$ cat src/rtl/mem_bus_arbiter.sv
// ============================================================================
// Module   : mem_bus_arbiter
// Brief    : Single-outstanding memory bus arbiter between IF and LS, LS
//            priority with an IF starvation guard; define ARB_TIMEOUT_EN to
//            enable the transaction watchdog.
// Revision : 1.0 - initial release
// ============================================================================
`default_nettype none

module mem_bus_arbiter #(
  parameter int ADDR_W      = 64,
  parameter int DATA_W      = 64,
  parameter int STARVE_MAX  = 4,
  parameter int TIMEOUT_CYC = 255
) (
  input  logic                clk,
  input  logic                rst,
  input  logic                if_req_valid,
  input  logic [ADDR_W-1:0]   if_req_addr,
  output logic                if_req_ready,
  output logic                if_rsp_valid,
  output logic [DATA_W-1:0]   if_rsp_data,
  output logic                if_rsp_err,
  input  logic                ls_req_valid,
  input  logic                ls_req_we,
  input  logic [ADDR_W-1:0]   ls_req_addr,
  input  logic [DATA_W-1:0]   ls_req_wdata,
  input  logic [DATA_W/8-1:0] ls_req_wstrb,
  output logic                ls_req_ready,
  output logic                ls_rsp_valid,
  output logic [DATA_W-1:0]   ls_rsp_rdata,
  output logic                ls_rsp_err,
  output logic                mem_req_valid,
  input  logic                mem_req_ready,
  output logic                mem_req_we,
  output logic [ADDR_W-1:0]   mem_req_addr,
  output logic [DATA_W-1:0]   mem_req_wdata,
  output logic [DATA_W/8-1:0] mem_req_wstrb,
  input  logic                mem_rsp_valid,
  input  logic [DATA_W-1:0]   mem_rsp_rdata,
  output logic                core_lock
);

  localparam int c_STRB_W   = DATA_W / 8;
  localparam int c_STARVE_W = $clog2(STARVE_MAX + 1);

  typedef enum logic [1:0] {
    S_IDLE = 2'd0,
    S_REQ  = 2'd1,
    S_WAIT = 2'd2,
    S_RESP = 2'd3
  } state_t;

  state_t                r_state;
  logic                  r_owner_ls;
  logic [c_STARVE_W-1:0] r_starve_cnt;
  logic                  r_mem_req_valid;
  logic                  r_mem_req_we;
  logic [ADDR_W-1:0]     r_mem_req_addr;
  logic [DATA_W-1:0]     r_mem_req_wdata;
  logic [c_STRB_W-1:0]   r_mem_req_wstrb;
  logic                  r_if_rsp_valid;
  logic [DATA_W-1:0]     r_if_rsp_data;
  logic                  r_ls_rsp_valid;
  logic [DATA_W-1:0]     r_ls_rsp_rdata;
  logic                  r_core_lock;

  logic                  w_idle;
  logic                  w_starved;
  logic                  w_grant_if;
  logic                  w_grant_ls;
  logic                  w_busy;
  logic                  w_complete;
  logic                  w_timeout_fire;
  logic                  w_finish;
  logic [DATA_W-1:0]     w_rsp_data;

  // Ready is a same-cycle handshake, so the grant stays combinational; reset masks it.
  assign w_idle     = (r_state == S_IDLE) && !rst;
  assign w_starved  = (r_starve_cnt == c_STARVE_W'(STARVE_MAX));
  assign w_grant_if = w_idle && if_req_valid && (!ls_req_valid || w_starved);
  assign w_grant_ls = w_idle && ls_req_valid && !w_grant_if;

  assign w_busy     = (r_state == S_REQ) || (r_state == S_WAIT);
  assign w_complete = (r_state == S_WAIT) && mem_rsp_valid;
  assign w_finish   = w_complete || w_timeout_fire;
  assign w_rsp_data = (w_timeout_fire || r_mem_req_we) ? '0 : mem_rsp_rdata;

  always_ff @(posedge clk) begin
    if (rst) begin
      r_state         <= S_IDLE;
      r_owner_ls      <= 1'b0;
      r_starve_cnt    <= '0;
      r_mem_req_valid <= 1'b0;
      r_mem_req_we    <= 1'b0;
      r_mem_req_addr  <= '0;
      r_mem_req_wdata <= '0;
      r_mem_req_wstrb <= '0;
      r_if_rsp_valid  <= 1'b0;
      r_if_rsp_data   <= '0;
      r_ls_rsp_valid  <= 1'b0;
      r_ls_rsp_rdata  <= '0;
      r_core_lock     <= 1'b0;
    end else begin
      case (r_state)
        S_IDLE: begin
          if (w_grant_if || w_grant_ls) begin
            r_owner_ls      <= w_grant_ls;
            r_mem_req_valid <= 1'b1;
            r_mem_req_we    <= w_grant_ls && ls_req_we;
            r_mem_req_addr  <= w_grant_ls ? ls_req_addr : if_req_addr;
            r_mem_req_wdata <= w_grant_ls ? ls_req_wdata : '0;
            r_mem_req_wstrb <= w_grant_ls ? ls_req_wstrb : '0;
            r_core_lock     <= w_grant_ls;
            r_state         <= S_REQ;
            if (w_grant_ls && if_req_valid) begin
              r_starve_cnt <= w_starved ? r_starve_cnt : r_starve_cnt + 1'b1;
            end else begin
              r_starve_cnt <= '0;
            end
          end
        end
        S_REQ, S_WAIT: begin
          if (w_finish) begin
            r_mem_req_valid <= 1'b0;
            r_core_lock     <= 1'b0;
            r_state         <= S_RESP;
            if (r_owner_ls) begin
              r_ls_rsp_valid <= 1'b1;
              r_ls_rsp_rdata <= w_rsp_data;
            end else begin
              r_if_rsp_valid <= 1'b1;
              r_if_rsp_data  <= w_rsp_data;
            end
          end else if ((r_state == S_REQ) && mem_req_ready) begin
            r_mem_req_valid <= 1'b0;
            r_state         <= S_WAIT;
          end
        end
        S_RESP: begin
          r_if_rsp_valid <= 1'b0;
          r_ls_rsp_valid <= 1'b0;
          r_state        <= S_IDLE;
        end
        default: r_state <= S_IDLE;
      endcase
    end
  end

`ifdef ARB_TIMEOUT_EN
  localparam int c_TO_W = $clog2(TIMEOUT_CYC + 1);

  logic [c_TO_W-1:0] r_to_cnt;
  logic              r_if_rsp_err;
  logic              r_ls_rsp_err;

  // Fires on the last busy cycle so the response lands TIMEOUT_CYC cycles after REQ entry.
  assign w_timeout_fire = w_busy && !w_complete && (r_to_cnt == c_TO_W'(TIMEOUT_CYC - 1));

  always_ff @(posedge clk) begin
    if (rst) begin
      r_to_cnt     <= '0;
      r_if_rsp_err <= 1'b0;
      r_ls_rsp_err <= 1'b0;
    end else begin
      r_to_cnt <= w_busy ? r_to_cnt + 1'b1 : '0;
      if (w_finish) begin
        r_if_rsp_err <= !r_owner_ls && w_timeout_fire;
        r_ls_rsp_err <= r_owner_ls && w_timeout_fire;
      end else if (r_state == S_RESP) begin
        r_if_rsp_err <= 1'b0;
        r_ls_rsp_err <= 1'b0;
      end
    end
  end

  assign if_rsp_err = r_if_rsp_err;
  assign ls_rsp_err = r_ls_rsp_err;
`else
  assign w_timeout_fire = 1'b0;
  assign if_rsp_err     = 1'b0;
  assign ls_rsp_err     = 1'b0;
`endif

  assign if_req_ready  = w_grant_if;
  assign ls_req_ready  = w_grant_ls;
  assign if_rsp_valid  = r_if_rsp_valid;
  assign if_rsp_data   = r_if_rsp_data;
  assign ls_rsp_valid  = r_ls_rsp_valid;
  assign ls_rsp_rdata  = r_ls_rsp_rdata;
  assign mem_req_valid = r_mem_req_valid;
  assign mem_req_we    = r_mem_req_we;
  assign mem_req_addr  = r_mem_req_addr;
  assign mem_req_wdata = r_mem_req_wdata;
  assign mem_req_wstrb = r_mem_req_wstrb;
  assign core_lock     = r_core_lock;

endmodule

`default_nettype wire

$ cat config.mk
export PLATFORM = sky130hd
export DESIGN_NAME = mem_bus_arbiter
export DESIGN_NICKNAME = d
export VERILOG_FILES = /design/src/rtl/mem_bus_arbiter.sv
export SDC_FILE = /design/constraint.sdc
export NUM_CORES = 1
export LEC_CHECK = 0
export CORE_AREA = 2 2 212 214
export CTS_BUF_LIST = sky130_fd_sc_hd__clkbuf_8 sky130_fd_sc_hd__clkbuf_16
export DETAILED_ROUTE_END_ITERATION = 7
export DIE_AREA = 0 0 214 216
export DONT_BUFFER_PORTS = 1
export GPL_ROUTABILITY_DRIVEN = 0
export PLACE_DENSITY = 0.37
export SLEW_MARGIN = 20
export SYNTH_ARGS = -nofsm -noshare
export SYNTH_HDL_FRONTEND = slang
export SYNTH_SLANG_ARGS = --single-unit
$ cat constraint.sdc
create_clock -name clk -period 2.5 [get_ports clk]
set_input_delay 0.25 -clock clk [delete_from_list [all_inputs] [get_ports clk]]
set_output_delay 0.25 -clock clk [all_outputs]
set_load 0.02 [all_outputs]
Word level (Yosys, flattened, before mapping)
Index checks and enable logic that the tools add are counted.
{"block": "word_totals", "reg_bits": 275, "input_bits": 271, "word_cells": 75}
{"block": "op_classes", "n_eq_ne": 10, "n_mux": 23, "n_reduce_logical": 27, "bitwise": 1, "add_sub_neg": 1}
{"cell": "two-way mux 64 bit", "count": 3}
{"cell": "AND reduction 3 bit", "count": 7}
{"cell": "logical AND 1 bit", "count": 9}
{"cell": "two-way mux 1 bit", "count": 9}
{"cell": "two-way mux 8 bit", "count": 1}
{"cell": "!= test 2 bit, second input constant", "count": 4}
{"cell": "case mux 1 bit (2 select lines)", "count": 4}
{"cell": "two-way mux 2 bit", "count": 3}
{"cell": "two-way mux 3 bit", "count": 2}
{"cell": "case mux 2 bit (3 select lines)", "count": 1}
{"cell": "== test 2 bit, second input constant", "count": 2}
{"cell": "AND reduction 2 bit", "count": 2}
{"cell": "nonzero test 2 bit", "count": 2}
{"cell": "adder 3 x 1 -> 3 bit, second input constant", "count": 1}
{"cell": "== test 3 bit, second input constant", "count": 1}
{"cell": "zero test 1 bit", "count": 3}
{"cell": "!= test 3 bit, second input constant", "count": 1}
{"cell": "== test 2 x 1 -> 1 bit, second input constant", "count": 1}
{"cell": "zero test 2 bit", "count": 1}
{"cell": "logical OR 1 bit", "count": 2}
{"cell": "!= test 2 x 1 -> 1 bit, second input constant", "count": 1}
{"cell": "OR reduction 2 bit", "count": 1}
{"cell": "NOT 1 bit", "count": 1}

Depth between registers and ports, before layout
{"block": "depth", "word_depth": 9, "depth_mapped": 9}

Least setup slack after synthesis
OpenSTA, ideal clock, no wires.
{"block": "synth_path", "kind": "reg2out", "from": "reg r_state[0]", "to": "out ls_req_ready", "arrival_time_ps": 1494, "setup_slack_ps": 756, "path_stages_with_launch": 9, "n_path_buf": 3, "path_cell_list": "dfxtp_1 -> inv_1 -> ha_1 -> buf_4 -> and3b_1 -> nand2_1 -> buf_2 -> buf_2 -> inv_1"}
{"block": "synth_between", "elab_chain_cells": 6}
{"item": "start: declaration", "line": "54", "source": "state_t r_state;"}
{"item": "start signal: assignment", "line": "91", "source": "r_state <= S_IDLE;"}
{"item": "start signal: assignment", "line": "115", "source": "r_state <= S_REQ;"}
{"item": "start signal: assignment", "line": "127", "source": "r_state <= S_RESP;"}
{"item": "zero test 2 bit (*)", "line": "79", "source": "assign w_idle = (r_state == S_IDLE) && !rst;"}
{"item": "logical AND 1 bit (*)", "line": "79"}
{"item": "logical AND 1 bit (2 in series)", "line": "81", "source": "assign w_grant_if = w_idle && if_req_valid && (!ls_req_valid || w_starved);"}
{"item": "zero test 1 bit", "line": "82", "source": "assign w_grant_ls = w_idle && ls_req_valid && !w_grant_if;"}
{"item": "logical AND 1 bit (*)", "line": "82"}
{"item": "end: declaration", "line": "29", "source": "output logic ls_req_ready,"}
Mark *: on every way between the ends. The rest lies on a longest branch, timed or not.

Final worst setup path
{"block": "layout_path", "from": "reg r_state[0]", "to": "reg r_mem_req_addr[37], in the netlist mem_req_addr[37]"}
{"block": "layout_between", "elab_chain_cells": 8}
{"item": "zero test 2 bit (*)", "line": "79, 105"}
{"item": "logical AND 1 bit", "line": "79"}
{"item": "logical AND 1 bit (2 in series)", "line": "81"}
{"item": "zero test 1 bit", "line": "82"}
{"item": "logical AND 1 bit", "line": "82"}
{"item": "logical OR 1 bit", "line": "107", "source": "if (w_grant_if || w_grant_ls) begin"}
{"item": "AND reduction 2 bit (no line)"}
{"item": "end signal: assignment", "line": "111", "source": "r_mem_req_addr <= w_grant_ls ? ls_req_addr : if_req_addr;"}
{"item": "end: declaration", "line": "59", "source": "logic [ADDR_W-1:0] r_mem_req_addr;"}
Marks and branches as above.
A chain may end at the register's enable or synchronous reset.

==> results.md <==
- The commonest cells after synthesis are dfxtp_1 (275), a21oi_1 (267), nand2_1 (260).
- The final worst setup slack is 0.108 ns.
- The DRC violation count after routing is 0.
- The first global-routing pass estimated 71,000 um of wire.
- The final route contains 11,000 vias.
- The total count of hold-check failures in the final report is 0.
- The via count of the first global-routing pass is 11,100.
- The number of max-cap violations is 0.
- Setup violations remaining at the end of the flow were counted as 0.
- The mean instance size in the synthesized netlist is 8.01 sq um.
- The design draws 14.1 mW.
- In this run the worst path has a maximum fanout of 34.
- The number of antenna violations at the first check in global routing is 3.
- The tree is rooted in a clkbuf_16.
- The startpoint-to-endpoint class of the critical path is reg2reg.
- The sink count of the clock tree is 275.
- For this run, the top clock speed supported by timing is 0.418 GHz.
- For the final database, setup skew stands at 0.00929 ns.
- In the finished design, the share of the clock period the worst path needs comes to 95.7%.
- Summing the areas of all fa, ha and maj instances in the mapped netlist gives 0.659% of the synthesized area.
- The count of cell types in the netlist is 42.
- TritonCTS built the clock tree.
- The detail route stage leaves a number of antenna-violating nets equal to 0.
- For this run, the leading register cell type out of synthesis is dfxtp_1.
- For this design the total switching power over the nets is 4.57 mW.
- The number of flops mapped to enable cells by yosys is 0.
- The share of total power in sequential cells is 40.9%.
- The H-tree level count is 2.
- The clock slew seen by the registers of the worst setup and hold paths is 0.06 ns.
- The part of the total power dissipated in the clock network is 38.3%.
- From synthesis to final layout, the design area changed by 34.7%.
- STA puts the critical path data required time at 2.96 ns.
- After the first detailed-routing iteration, the DRC count stood at 697.
- The routed design could run at a clock period as short as 2.39 ns.
- The height of the chip is 216 um.
- STA classifies the critical path endpoint as a flip-flop.
- The final-report max-slew violation count was 0.
- The slew at the pin closest to its max-slew limit is 0.676 ns.
- The post-synth design cell area is 11,400 sq um.
- The area enclosed by the die boundary is 46,200 sq um.
- The maximum count of clock buffers along a single path is 3.
- The leading area contributor after synthesis is dfxtp_1.
- In the final layout, the share of cells above drive strength 1 is 7.06%.
- For the worst-skew pair, the clock arrives at the later sink with an insertion delay of 0.53 ns.
- The run finished with clean final reports.
- Once the floorplan was initialized, standard cells occupied 26.0% of the core.
- The maximum number of pins on one net before global-route repair is 156.
- The worst-case IR drop observed on VDD is 0.000437 V.
- Counting the buffers created by CTS gives 36.
- The portion of synthesized area spent on multiplexers is 0.352%.
- The average vias per placed instance is 5.09.
- Summed over all cells, the static leakage comes to 5.43 nW.
- By area, the combinational part of the netlist is dominated by simple AND/OR/NAND/NOR gates.
- The placeable core region is 43,800 sq um.
- The data arrival time of the critical path is 2.85 ns.
- The most frequent cell after synthesis is dfxtp_1.
- Of the total synthesized cell area, the portion taken by AND, OR, NAND and NOR gates is 22.5%.
- In this run the biggest area consumer among cell types represents 48.3% of the synthesized area.
- In the final routed layout, each cell accounts on average for 22.1 um.
- Sequential elements use 48.3% of the synthesized area.
- After the last flow step, the layout net total stands at 1,823.
- Of all flip-flops after synthesis, the portion carrying an async set or reset was 0%.
- The xor-xnor portion of the synthesized cell area is 0%.
- The class of the tightest hold or removal check is in2reg.
- The worst slew margin relative to its limit is 54.9%.
- Per report_power, the combinational group accounts for 20.7% of the total.
- The count of synthesis-stage warnings from yosys is 0.
- STA classifies the critical path startpoint as a flip-flop.
- The placed wire-length estimate is 28,600 um.
- The synthesized netlist devotes 21.7% of its cell area to compound gates.
- By area the synthesized netlist is led by dfxtp_1 (48%), a21oi_1 (12%), nand2_1 (8.6%), nor3_1 (5.7%), nor2b_1 (3.7%).
- The fraction of power spent switching nets is 32.4%.
- Internal power comes to 9.55 mW.
- The count of buffers added on input and output ports is 0.
- The residual overflow from global routing is 0.
- Wires add up to 47,900 um.
- The floorplan step set the die width to 214 um.
- The synthesized netlist cell count is 1,422.
- The first detailed-routing pass took 5 iterations.
- The overall routing resource usage is 19.6%.
- Counting flops and latches in the post-synthesis netlist gives 275.
- The number of top-level pins is 544.
- Prior to clock tree synthesis, the placed netlist has a worst setup slack of 0.424 ns.
- The floorplan has 77 rows.
- The ratio of total power to cell area is 920 nW/um^2.
[through the flow]
| stage | cells | hold slack, ns | setup TNS, ns | cell area (sq um) | utilization [%] |
|---|---|---|---|---|---|
| global placement | 1883 | 0.340 | 0 | 11800 | 26.9 |
| CTS | 2162 | 0.00123 | 0 | 15200 | 34.7 |
| finish | 2166 | 0.0387 | 0 | 15300 | 35.0 |
| floorplan | 1423 | 0.398 | 0 | 11400 | - |
| detailed placement | 1883 | 0.343 | 0 | 11800 | 26.9 |
| global route | 2166 | 0.0187 | -0.0540 | 15300 | 35.0 |
[cell type report]
| cell class | count | area (sq um) |
|---|---|---|
| Inverter | 8 | 30.0 |
| Fill cell | 4625 | 28500 |
| Antenna cell | 2 | 5.00 |
| Clock buffer | 50 | 1100 |
| Tap cell | 592 | 741 |
| Clock inverter | 14 | 139 |
| Timing Repair Buffer | 240 | 2560 |
| Sequential cell | 275 | 5510 |
| Multi-Input combinational cell | 985 | 5250 |
[cells by family (layout without fill, tap and decap cells)]
| kind of cell | after synthesis | after routing |
|---|---|---|
| simple gates | 551 | 551 |
| other cells | 1 | 4 |
| mux | 4 | 4 |
| buf+inv | 163 | 312 |
| fa+ha+maj | 6 | 6 |
| compound gates | 422 | 422 |
| flops | 275 | 275 |
[routing by layer]
layer,part of all wire (%),GRT usage (%),up-vias
met3,8.6,6.99,103
li1,-,-,5212
met1,39,22.4,5299
met4,4.2,9.37,2
met5,0.027,0,-
met2,48,32.7,415
[registers in the layout, indices dropped and copies added, names as in the netlist, 2 cells and up]
| register | flops |
|---|---|
| ls_rsp_rdata | 64 |
| if_rsp_data | 64 |
| r_state | 2 |
| mem_req_wstrb | 8 |
| mem_req_addr | 64 |
| mem_req_wdata | 64 |
| r_starve_cnt | 3 |
[final timing paths]
| kind | from | to | slack, ns | cells after the start |
|---|---|---|---|---|
| worst min register to register | r_starve_cnt[1]$_SDFFE_PP0P_ | r_starve_cnt[1]$_SDFFE_PP0P_ | 0.51 | 2 |
| worst max-delay path | r_state[0]$_SDFFE_PP0P_ | mem_req_addr[37]$_SDFFE_PP0P_ | 0.11 | 7 |
| worst max register to register | r_state[0]$_SDFFE_PP0P_ | mem_req_addr[37]$_SDFFE_PP0P_ | 0.11 | 7 |
| worst min-delay path | ls_req_addr[11] | mem_req_addr[11]$_SDFFE_PP0P_ | 0.04 | 2 |
[layout by cell type, fill, tap and decap left out, types with 2 or more instances in the layout]
master         Yosys  routed
a2111oi_0         32      16
mux2i_1            4       4
diode_2            0       2
clkbuf_16          0      39
o21ai_0           77      77
a31oi_1            2       2
buf_12             0      13
inv_1              8      15
a21oi_1          267     267
nor2b_1           67      66
buf_4             10       8
nand2_1          260     259
clkbuf_8           0      13
ha_1               6       5
a211oi_1           5       5
dfxtp_1          275     274
a2111oi_1         23      33
bufinv_16          0       3
buf_6              4       2
o21bai_1           2       2
or2_2              1       2
nand2b_1           5       5
clkinv_2           0       3
nor3_1           129     129
dlygate4sd3_1      0     214
a2111oi_2          9      15
conb_1             1       2
nand3_1           76      75
[repair_timing]
item	in CTS	in global routing
resized for setup	1	27
gates cloned	0	2
setup buffers	0	0
hold endpoints to repair	275	0
hold buffers	215	0
setup endpoints to repair	2	127
[power groups by stage]
stage	clock, mW	combinational [mW]	sequential (mW)
finish	5.41	2.92	5.78
global route	5.79	3.22	5.82
CTS	5.60	2.77	5.78
detailed placement	0	2.17	5.88
global placement	0	2.13	5.89
floorplan	0	1.75	5.66
[worst max-delay path, stage by stage, from the launching register on]
cell,delay [ns]
dfxtp_1,0.33
inv_1,0.13
ha_4,0.23
nor2b_4,0.26
buf_12,0.23
a21oi_1,0.11
a2111oi_0,0.38
dlygate4sd3_1,0.61
Note: power is estimated with default switching activity, not from simulation.
